### src/rtl/sram_seq.sv
// SRAM access sequencer: turns MAR/MDR read/write requests into timed
// async-SRAM strobe sequences, with address 16'hFFFF mapped to switches/hex.
module sram_seq #(
    parameter int WAIT_CYCLES = 2
) (
    input  logic        Clk,
    input  logic        Reset,
    input  logic        req_rd,
    input  logic        req_wr,
    input  logic [15:0] addr,
    input  logic [15:0] wdata,
    input  logic [15:0] switches,
    input  logic [15:0] dq_in,
    output logic [15:0] rdata,
    output logic        done,
    output logic        busy,
    output logic [19:0] sram_addr,
    output logic [15:0] dq_out,
    output logic        dq_oe,
    output logic        CE_N,
    output logic        OE_N,
    output logic        WE_N,
    output logic        UB_N,
    output logic        LB_N,
    output logic [15:0] hex_out
);

    typedef enum logic [2:0] {
        IDLE,
        RD_WAIT,
        RD_DONE,
        WR_SETUP,
        WR_PULSE,
        WR_HOLD,
        IO_DONE
    } state_t;

    localparam logic [3:0]  WAIT_INIT = 4'(WAIT_CYCLES);
    localparam logic [15:0] IO_ADDR   = 16'hFFFF;

    state_t     state_q;
    logic [3:0] cnt_q;
    logic [3:0] cnt_d;
    logic       last_q;

    // Down-counter saturates at 1 so it can never wrap past zero.
    always_comb begin
        cnt_d  = (cnt_q > 4'd1) ? cnt_q - 4'd1 : 4'd1;
        last_q = (cnt_q <= 4'd1);
    end

    // Sequencer FSM; every output is a flop so no input reaches an output.
    always_ff @(posedge Clk or negedge Reset) begin
        if (!Reset) begin
            state_q   <= IDLE;
            cnt_q     <= 4'd1;
            rdata     <= 16'h0000;
            hex_out   <= 16'h0000;
            sram_addr <= 20'h00000;
            dq_out    <= 16'h0000;
            dq_oe     <= 1'b0;
            done      <= 1'b0;
            busy      <= 1'b0;
            CE_N      <= 1'b1;
            OE_N      <= 1'b1;
            WE_N      <= 1'b1;
            UB_N      <= 1'b1;
            LB_N      <= 1'b1;
        end else begin
            unique case (state_q)
                IDLE: begin
                    done <= 1'b0;
                    if (req_rd || req_wr) begin
                        busy      <= 1'b1;
                        sram_addr <= {4'h0, addr};
                        if (addr == IO_ADDR) begin
                            state_q <= IO_DONE;
                            done    <= 1'b1;
                            if (req_rd) begin
                                rdata <= switches;
                            end else begin
                                hex_out <= wdata;
                            end
                        end else if (req_rd) begin
                            state_q <= RD_WAIT;
                            cnt_q   <= WAIT_INIT;
                            CE_N    <= 1'b0;
                            OE_N    <= 1'b0;
                            UB_N    <= 1'b0;
                            LB_N    <= 1'b0;
                        end else begin
                            state_q <= WR_SETUP;
                            dq_out  <= wdata;
                            dq_oe   <= 1'b1;
                            CE_N    <= 1'b0;
                            UB_N    <= 1'b0;
                            LB_N    <= 1'b0;
                        end
                    end
                end
                RD_WAIT: begin
                    if (last_q) begin
                        state_q <= RD_DONE;
                        rdata   <= dq_in;
                        done    <= 1'b1;
                        CE_N    <= 1'b1;
                        OE_N    <= 1'b1;
                        UB_N    <= 1'b1;
                        LB_N    <= 1'b1;
                    end else begin
                        cnt_q <= cnt_d;
                    end
                end
                RD_DONE: begin
                    state_q <= IDLE;
                    done    <= 1'b0;
                    busy    <= 1'b0;
                end
                WR_SETUP: begin
                    state_q <= WR_PULSE;
                    cnt_q   <= WAIT_INIT;
                    WE_N    <= 1'b0;
                end
                WR_PULSE: begin
                    if (last_q) begin
                        state_q <= WR_HOLD;
                        WE_N    <= 1'b1;
                        done    <= 1'b1;
                    end else begin
                        cnt_q <= cnt_d;
                    end
                end
                WR_HOLD: begin
                    state_q <= IDLE;
                    done    <= 1'b0;
                    busy    <= 1'b0;
                    dq_oe   <= 1'b0;
                    CE_N    <= 1'b1;
                    UB_N    <= 1'b1;
                    LB_N    <= 1'b1;
                end
                IO_DONE: begin
                    state_q <= IDLE;
                    done    <= 1'b0;
                    busy    <= 1'b0;
                end
                default: begin
                    state_q <= IDLE;
                end
            endcase
        end
    end

endmodule

### config.mk
export PLATFORM = sky130hd
export DESIGN_NAME = sram_seq
export DESIGN_NICKNAME = d
export VERILOG_FILES = /design/src/rtl/sram_seq.sv
export SDC_FILE = /design/constraint.sdc
export NUM_CORES = 1
export LEC_CHECK = 0
export CORE_UTILIZATION = 30
export DETAILED_ROUTE_END_ITERATION = 8
export DONT_BUFFER_PORTS = 1
export GPL_ROUTABILITY_DRIVEN = 0
export SLEW_MARGIN = 20
export SYNTH_ARGS = -nofsm -noshare
export SYNTH_HDL_FRONTEND = slang
export SYNTH_SLANG_ARGS = --single-unit
### constraint.sdc
create_clock -name Clk -period 2.5 [get_ports Clk]
set_clock_uncertainty 0.05 [all_clocks]
set_input_delay 0.5 -clock Clk [delete_from_list [all_inputs] [get_ports Clk]]
set_output_delay 0.5 -clock Clk [all_outputs]
set_load 0.01 [all_outputs]
# Yosys cells after proc, flatten, opt, wreduce, memory -nomap -nowiden
# Cells that the tools add are included.
# word_totals
out_inout_bits	76
register_bits	77
elab_cells	91
in_bits	68
# op_classes
n_addsub	1
n_lt_le_gt_ge	2
n_reduce_logical	23
muxes	35
eq_ne	16
n_bitwise	2
# op_table
operator	count
16-bit 2-to-1 mux	4
16-bit case mux with 2 select lines	1
4-bit 2-to-1 mux	5
16-bit equality test, second input constant	1
2-bit != test, second input constant	8
4-bit AND reduction	4
5-bit AND reduction	3
1-bit 2-to-1 mux	12
3-bit 2-to-1 mux	4
3-bit case mux with 4 select lines	1
4-bit case mux with 3 select lines	1
3-bit equality test, second input constant	3
3-bit nonzero test	3
1-bit case mux with 2 select lines	4
2-bit AND reduction	4
2-bit nonzero test	4
3-bit by 2-bit equality test with 1-bit output, second input constant	2
1-bit case mux with 3 select lines	2
4-bit by 1-bit greater-than comparator with 1-bit output, second input constant	1
4-bit by 1-bit less-or-equal comparator with 1-bit output, second input constant	1
4-bit by 1-bit subtractor with 4-bit output, second input constant	1
3-bit by 1-bit equality test with 1-bit output, second input constant	1
3-bit zero test	1
3-bit AND reduction	1
6 further kinds	7

# Depth between registers and ports, before layout
# Gate-level depths: netlist of run 1.
# logic_depth
depth_word	4
mapped_depth	7
mapped_depth_nobuf	6

# Worst setup path after synthesis of run 1
# No wires, ideal clock.
# synth_path
path_kind	input to register
startpoint	input addr[3]
endpoint	register dq_out[10]
n_path_buf	3
stages	7
setup_ns	0.125
t_required_ns	2.325
setup_slack_ns	0.280
arrival_ns	2.045
cell_sequence	nand4_1 -> or4_1 -> buf_6 -> and3_1 -> buf_6 -> buf_12 -> mux2_4
# synth_via
elab_chain_cells	3
# synth_rtl
element	line_no	source
start: declaration	10	input logic [15:0] addr,
16-bit equality test	76	if (addr == IO_ADDR) begin
1-bit inverter (no line)	-	
4-bit AND reduction (no line)	-	
end signal: assignment	93	dq_out <= wdata;
end: declaration	18	output logic [15:0] dq_out,
# No other way between the ends.
# A chain may end at the register's enable or synchronous reset.

# Final worst setup path of run 1
# layout_path
startpoint	register cnt_q[0]
endpoint	register rdata[9]
# layout_via
elab_chain_cells	3
# layout_rtl
element	line_no	source
start: declaration	42	logic [3:0] cnt_q;
start signal: assignment	111	cnt_q <= cnt_d;
start signal: assignment	130	cnt_q <= cnt_d;
4-bit by 1-bit less-or-equal comparator with 1-bit output	49	last_q = (cnt_q <= 4'd1);
2-bit != test (no line)	-	
5-bit AND reduction (no line)	-	
end signal: assignment	80	rdata <= switches;
end signal: assignment	104	rdata <= dq_in;
end: declaration	14	output logic [15:0] rdata,
# No other way between the ends.

==> results of run 1 <==
[synth_stat cells, drive strengths merged (2+ instances only)]
master | count | area [µm²]
inv | 7 | 26.3
a21oi | 6 | 30.0
dfstp | 4 | 105
a221oi | 2 | 17.5
o22ai | 2 | 12.5
buf | 12 | 104
o21a | 17 | 128
mux2 | 49 | 586
clkbuf | 7 | 26.3
nor2 | 7 | 26.3
dfrtp | 73 | 1830
nor4 | 2 | 27.5
nand2 | 7 | 26.3
ha | 2 | 25.0
o21ai | 12 | 60.1
nor3 | 5 | 25.0
o31ai | 2 | 15.0
nand4 | 4 | 31.3
o21bai | 2 | 15.0
o32a | 16 | 160
nor2b | 3 | 18.8
[power breakdown]
part | leakage [µW] | internal (µW) | switching, µW
sequential | 0.000931 | 1770 | 650
clock | 0.000159 | 925 | 488
combinational | 0.000564 | 778 | 645
total | 0.00165 | 3470 | 1780
[flip-flops by register name, indices dropped and copies added (netlist names)]
register	count
dq_out	16
hex_out	16
rdata	16
sram_addr	16
cnt_q	4
state_q	3
LB_N	1
OE_N	1
WE_N	1
busy	1
done	1
dq_oe	1
[stage by stage]
stage               setup WS (ns)  hold slack (ns)  std cells
floorplan                   0.280            0.154        259
global placement            0.329            0.158        391
detailed placement          0.294            0.158        391
CTS                         0.332           0.0199        407
global route                0.161           0.0187        407
finish                      0.339          0.00205        407
[cell type report]
cell class	instances	area, µm²
Tap cell	140	175
Clock inverter	3	68.8
Clock buffer	12	256
Inverter	7	26.3
Timing Repair Buffer	12	123
Multi-Input combinational cell	156	1330
Fill cell	1060	7030
Sequential cell	77	1930
[layer usage]
| layer | up-vias | global-route usage | share of wire |
|---|---|---|---|
| met5 | - | 0 | 0 |
| met4 | 0 | 0.0695 | 0.023 |
| met3 | 13 | 0.0524 | 0.080 |
| met2 | 96 | 0.216 | 0.50 |
| met1 | 1049 | 0.146 | 0.40 |
| li1 | 958 | - | - |
[final timing paths]
kind / slack [ns] / end
min in group Clk: 0.26 / dq_out[10]
max reg2reg: 0.34 / rdata[9]
max: 0.34 / rdata[9]
max in group asynchronous: 2.06 / OE_N
min reg2reg: 0.48 / OE_N
min: 0.002 / rdata[13]
[worst max-delay path, delay by kind of cell (launching register included)]
family / cells / cell delay, ns
and+or+nand+nor: 2 / 0.61
buffers and inverters: 2 / 0.27
DFF: 1 / 0.54
adders and majority gates: 1 / 0.23
AOI/OAI and AO/OA: 2 / 0.34
[kinds of logic after synthesis]
kind of cell | count (synthesis)
flip-flops | 77
AO/OA/AOI/OAI | 65
multiplexers | 50
AND/OR/NAND/NOR | 34
buffers and inverters | 26
adder cells (fa/ha/maj) | 2
other | 1
XOR/XNOR | 1
[what timing repair did]
action,CTS,global route
hold endpoints to repair,77,0
hold buffers,1,0
buffers inserted,0,0
==> results.yml, run 1 <==
placed_design:
  placement.cell_area_um2: 3560
  detailed_place_hpwl_mm: 5.40
  io_buffers: 0
power:
  p_total_uw: 5250
  max-vdd-ir-drop_uv: 514
  power.density_nw_per_um2: 1340
  leakage_uw: 0.00165
synthesis:
  syn-instance-count: 256
  ys_warn_count: 0
  synth_cell_types: 44
  yosysSeqAreaShare: 0.567
  synthArstFlopShare: 1.00
  synth_fa_ha_area_frac: 0.00735
  synth_top_family_by_area: "multiplexers"
  synth_flop_cell: "dfrtp_1"
  yosys.area_share.simple: 0.0577
  synth_compound_area_frac: 0.143
  synth-seq-cells: 77
  avgSynthCellArea_um2: 13.3
  synth.area.mux_share: 0.175
  synth_edf_count: 0
  synthXorXnorAreaFrac: 0.00257
  syn-cell-area_um2: 3400
layout:
  utilization: 0.357
  final_common_cell: "dfrtp_1"
  area_growth_pct: 14.8
  fin_nets: 333
  final_area_um2: 3910
  final_cell_mix: "73 x dfrtp_1, 40 x mux2_2, 17 x o21a_1"
  drive_gt1_frac: 0.307
  antenna_cells: 0
drt:
  ant_nets: 0
  wirelength_mm: 7.60
  first_iter_violations: 53
  vias: 2116
  drc: 0
  wire_per_inst_um: 18.7
  first_pass_iters: 4
  via_per_inst: 5.20
cts:
  cts_tree: "built"
  cts-root-buf: "clkbuf_16"
  clk_path_buf_depth: 2
  ctsResizeCount: 0
  cts_sinks: 77
  clock_latency_ns: 0.33
  htreeDepth: 3
  cts_buffers: 9
  clk_pin_slew_ns: 0.06
floorplan:
  num_rows: 38
  die_x_um: 109
  coreArea_um2: 10900
  die_h_um: 109
  die-area_um2: 11800
  num_io_pins: 144
  start_util: 0.311
critical_path:
  cpPeakStageDelay_ns: 0.54
  cp_cell_sequence: "inv_1 > ha_1 > nor2_1 > nand4b_1 > o21ai_1 > buf_4 > o21a_1"
  critPathKind: "register to register"
  r2r_cells: 7
  required_ns: 2.67
  cp.arrival_ns: 2.33
  r2r-start: "cnt_q[0]"
  cp-start-kind: "register"
  crit_fanout: 9
  cp-startpoint: "cnt_q[0]"
  cpMaxStageDelayCell: "dfstp_2"
  critPathCaptureType: "register"
grt:
  grt_pass1_wl_mm: 11.4
  grt_pass1_vias: 2196
  grtUsageTotal: 0.131
  antenna_found_initial: 0
  grt.overflow.total: 0
  grt_max_degree: 78
sta:
  fin_tns_setup_ns: 0
  setup_viol: 0
  period_minus_slack_ns: 2.16
  hold_viol_final: 0
  fmax_mhz: 463
  period_share: 0.864
  drv_slew: 0
  rsz0062_at_grt: "no"
run:
  cap_viol_max_count: 0
min_path:
  min_path_type: "input pin to async pin"
outcome:
  outcome: "finished clean"
No activity file was read; power rests on OpenSTA's default activity.
==> inputs of run 2 (changes only) <==
- CTS_BUF_LIST: unset -> sky130_fd_sc_hd__clkbuf_16
==> results.yml, run 2 (synthesis results as in run 1) <==
run:
  cap_viol_max_count: 0
layout:
  final_cell_mix: "73 x dfrtp_1, 40 x mux2_2, 17 x o21a_1"
  stdcell_count: 407
  final_area_um2: 3890
  antenna_cells: 0
  drive_gt1_frac: 0.300
  final_common_cell: "dfrtp_1"
  fin_nets: 333
  area_growth_pct: 14.2
drt:
  first_iter_violations: 45
  wirelength_mm: 7.59
  drc: 0
  first_pass_iters: 4
  via_per_inst: 5.23
  vias: 2127
  wire_per_inst_um: 18.6
  ant_nets: 0
sta:
  setup_viol: 0
  rsz0062_at_grt: "no"
  hold_viol_final: 5
  holdWs_ns: -0.00610
  setup_slack_ns: 0.345
  period_minus_slack_ns: 2.16
  drv_slew: 0
  period_share: 0.862
  fin_tns_setup_ns: 0
  fmax_mhz: 464
critical_path:
  ff2ff_setup_slack_ns: 0.34
  cp.arrival_ns: 2.32
  cp-start-kind: "register"
  required_ns: 2.67
  critPathKind: "register to register"
  crit_fanout: 9
  critPathCaptureType: "register"
  r2r-start: "cnt_q[0]"
  regToRegEndpoint: "rdata[9]"
  r2r_cells: 7
placed_design:
  detailed_place_hpwl_mm: 5.40
  io_buffers: 0
  placement.cell_area_um2: 3560
  placedCellCount: 391
  pre_cts_ws_ns: 0.294
floorplan:
  num_rows: 38
  coreArea_um2: 10900
  num_io_pins: 144
  die-area_um2: 11800
  start_util: 0.311
  die_x_um: 109
  die_h_um: 109
cts:
  htreeDepth: 3
  clock_latency_ns: 0.33
  cts_sinks: 77
  clk_pin_slew_ns: 0.06
  clk_path_buf_depth: 2
  cts_buffers: 9
  cts-root-buf: "clkbuf_16"
  cts_tree: "built"
min_path:
  min_path_type: "input pin to async pin"
power:
  max-vdd-ir-drop_uv: 514
  power.density_nw_per_um2: 1330
  leakage_uw: 0.00165
grt:
  grt.overflow.total: 0
  grt_pass1_vias: 2193
  grt_pass1_wl_mm: 11.4
  grtUsageTotal: 0.131
  grt_max_degree: 78
  antenna_found_initial: 0
outcome:
  outcome: "complete, but fails checks"
  failed_checks: "hold timing"
run 2: worst max path at each step:
stage | cells after the start | start | endpoint | slack, ns
5_1_grt | 7 | cnt_q[0] | rdata[11] | 0.16
3_5_place_dp | 5 | addr[14] | dq_out[7] | 0.29
6_report | 7 | cnt_q[0] | rdata[9] | 0.34
3_3_place_gp | 4 | state_q[1] | sram_addr[1] | 0.33
2_1_floorplan | 7 | addr[3] | dq_out[10] | 0.28
4_1_cts | 7 | cnt_q[0] | rdata[9] | 0.33
run 2: worst max-delay path, cell delays in order, from the launching register on:
cell and delay, ns:
dfstp_2 0.54, inv_1 0.07, ha_1 0.23, nor2_1 0.21, nand4b_1 0.40, o21ai_1 0.16, buf_4 0.20, o21a_1 0.18
run 2: where the power goes:
group / leakage, µW / switching [µW] / internal, µW
registers: 0.000931 / 650 / 1770
logic: 0.000564 / 644 / 778
clock network: 0.000152 / 485 / 859
run 2: final cells by class:
type | count | area [µm²]
multi-input combinational | 156 | 1330
timing repair buffer | 12 | 123
sequential | 77 | 1930
tap | 140 | 175
inverter | 7 | 26.3
fill | 1061 | 7050
clock inverter | 6 | 80.1
clock buffer | 9 | 225
run 2: per-layer routing:
metal / GRT usage / share of wire / wire, µm
met2: 0.215 / 0.50 / 3760
met4: 0.0695 / 0.023 / 173
met5: 0 / 0 / 0
met3: 0.0518 / 0.081 / 616
met1: 0.146 / 0.40 / 3030
run 2: what timing repair did:
action                                 4_1_cts  5_1_grt
buffers inserted                             0        0
endpoints found under the hold margin       77        0
gates resized for setup                      0        0
hold buffers                                 1        0
run 2: metrics by stage:
stage	utilization	total power (µW)	hold WS, ns
after detailed placement	0.325	3850	0.158
after global placement	0.325	3790	0.158
after global routing	0.356	5520	0.0208
after floorplan	-	3450	0.154
final	0.356	5180	-0.00610
after CTS	0.356	5260	0.0198
==> inputs of run 3 (changes only) <==
- HOLD_SLACK_MARGIN: unset -> 0.08
==> results.yml, run 3 (synthesis results as in run 1) <==
layout:
  antenna_cells: 0
  drive_gt1_frac: 0.299
  final_common_cell: "dfrtp_1"
  fillers: 1060
  area_growth_pct: 14.5
  fin_nets: 334
  utilization: 0.357
  final_cell_mix: "73 x dfrtp_1, 40 x mux2_2, 17 x o21a_1"
placed_design:
  io_buffers: 0
  detailed_place_hpwl_mm: 5.40
  pre_cts_ws_ns: 0.294
critical_path:
  cpPeakStageDelay_ns: 0.54
  required_ns: 2.67
  critPathCaptureType: "register"
  cp.arrival_ns: 2.32
  crit_fanout: 9
  critPathKind: "register to register"
  r2r-start: "cnt_q[0]"
  cp-startpoint: "cnt_q[0]"
  cpMaxStageDelayCell: "dfstp_2"
  cp-start-kind: "register"
  r2r_cells: 7
  ff2ff_setup_slack_ns: 0.35
  cp_cell_sequence: "inv_1 > ha_1 > nor2_1 > nand4b_1 > o21ai_1 > buf_4 > o21a_1"
min_path:
  worstHoldPathCells: 1
  holdCritStartpoint: "wdata[10]"
  min_path_type: "input pin to register"
cts:
  post_cts_buffers: 0
  cts-root-buf: "clkbuf_16"
  cts_buffers: 9
  cts_tree: "built"
  clk_pin_slew_ns: 0.06
  clk_path_buf_depth: 2
  ctsResizeCount: 0
  htreeDepth: 3
  clock_latency_ns: 0.33
  cts_sinks: 77
drt:
  wire_per_inst_um: 18.6
  first_pass_iters: 4
  drc: 0
  vias: 2130
  first_iter_violations: 44
  wirelength_mm: 7.58
  ant_nets: 0
  via_per_inst: 5.22
sta:
  setup_viol: 0
  fin_tns_setup_ns: 0
  period_share: 0.859
  setup_slack_ns: 0.352
  fmax_mhz: 466
  rsz0062_at_grt: "no"
  hold_viol_final: 0
  period_minus_slack_ns: 2.15
  drv_slew: 0
  holdWs_ns: 0.257
grt:
  grtUsageTotal: 0.131
  antenna_found_initial: 0
  grt_pass1_vias: 2198
  grt_pass1_wl_mm: 11.4
  grt.overflow.total: 0
  grt_max_degree: 78
floorplan:
  die-area_um2: 11800
  die_h_um: 109
  die_x_um: 109
  num_rows: 38
  coreArea_um2: 10900
  num_io_pins: 144
  start_util: 0.311
run:
  cap_viol_max_count: 0
power:
  power.density_nw_per_um2: 1330
  max-vdd-ir-drop_uv: 513
  leakage_uw: 0.00165
  p_total_uw: 5190
outcome:
  outcome: "finished clean"
[run 3: cell count changes in the layout (fill, tap and decap cells not counted)]
cell / before / now
dlygate4sd3_1: 0 / 1
[run 3: worst paths after layout]
check                              to
setup reg to reg             rdata[9]
hold / removal             dq_out[10]
setup / recovery             rdata[9]
hold reg to reg                  OE_N
max in group asynchronous        OE_N
min in group asynchronous   rdata[13]
[run 3: per-stage QoR]
stage / std cells / area [µm²]
global placement: 391 / 3560
finish: 408 / 3900
CTS: 408 / 3900
floorplan: 259 / 3420
detailed placement: 391 / 3560
global route: 408 / 3900
[run 3: per-layer routing]
layer / up-vias / share of wire / GRT usage
li1: 958 / - / -
met2: 99 / 0.50 / 0.215
met3: 13 / 0.080 / 0.0506
met4: 0 / 0.023 / 0.0695
met1: 1060 / 0.40 / 0.147
met5: - / 0 / 0
[run 3: power by group]
part	internal, µW	switching [µW]	total, µW
sequential	1770	649	2420
clock	859	486	1350
combinational	779	646	1430
[run 3: area by class of cell]
type,count,area [µm²],share of cell area
clock buffers,9,225,0.0578
inverters,7,26.3,0.00674
clock inverters,6,80.1,0.0205
multi-input cells,156,1330,0.340
well taps,140,175,0.0449
repair buffers,13,133,0.0340
flip-flops and latches,77,1930,0.496
[run 3: worst max-delay path, delay by kind of cell, from the launching register on]
family	cells	cell delay [ns]
AO/OA/AOI/OAI	2	0.34
buffers and inverters	2	0.27
adder cells (fa/ha/maj)	1	0.23
flip-flops	1	0.54
AND/OR/NAND/NOR	2	0.60
[run 3: timing repair]
item                                   4_1_cts  5_1_grt
endpoints found under the hold margin       77        0
setup endpoints to repair                    0        0
hold buffers                                 2        0
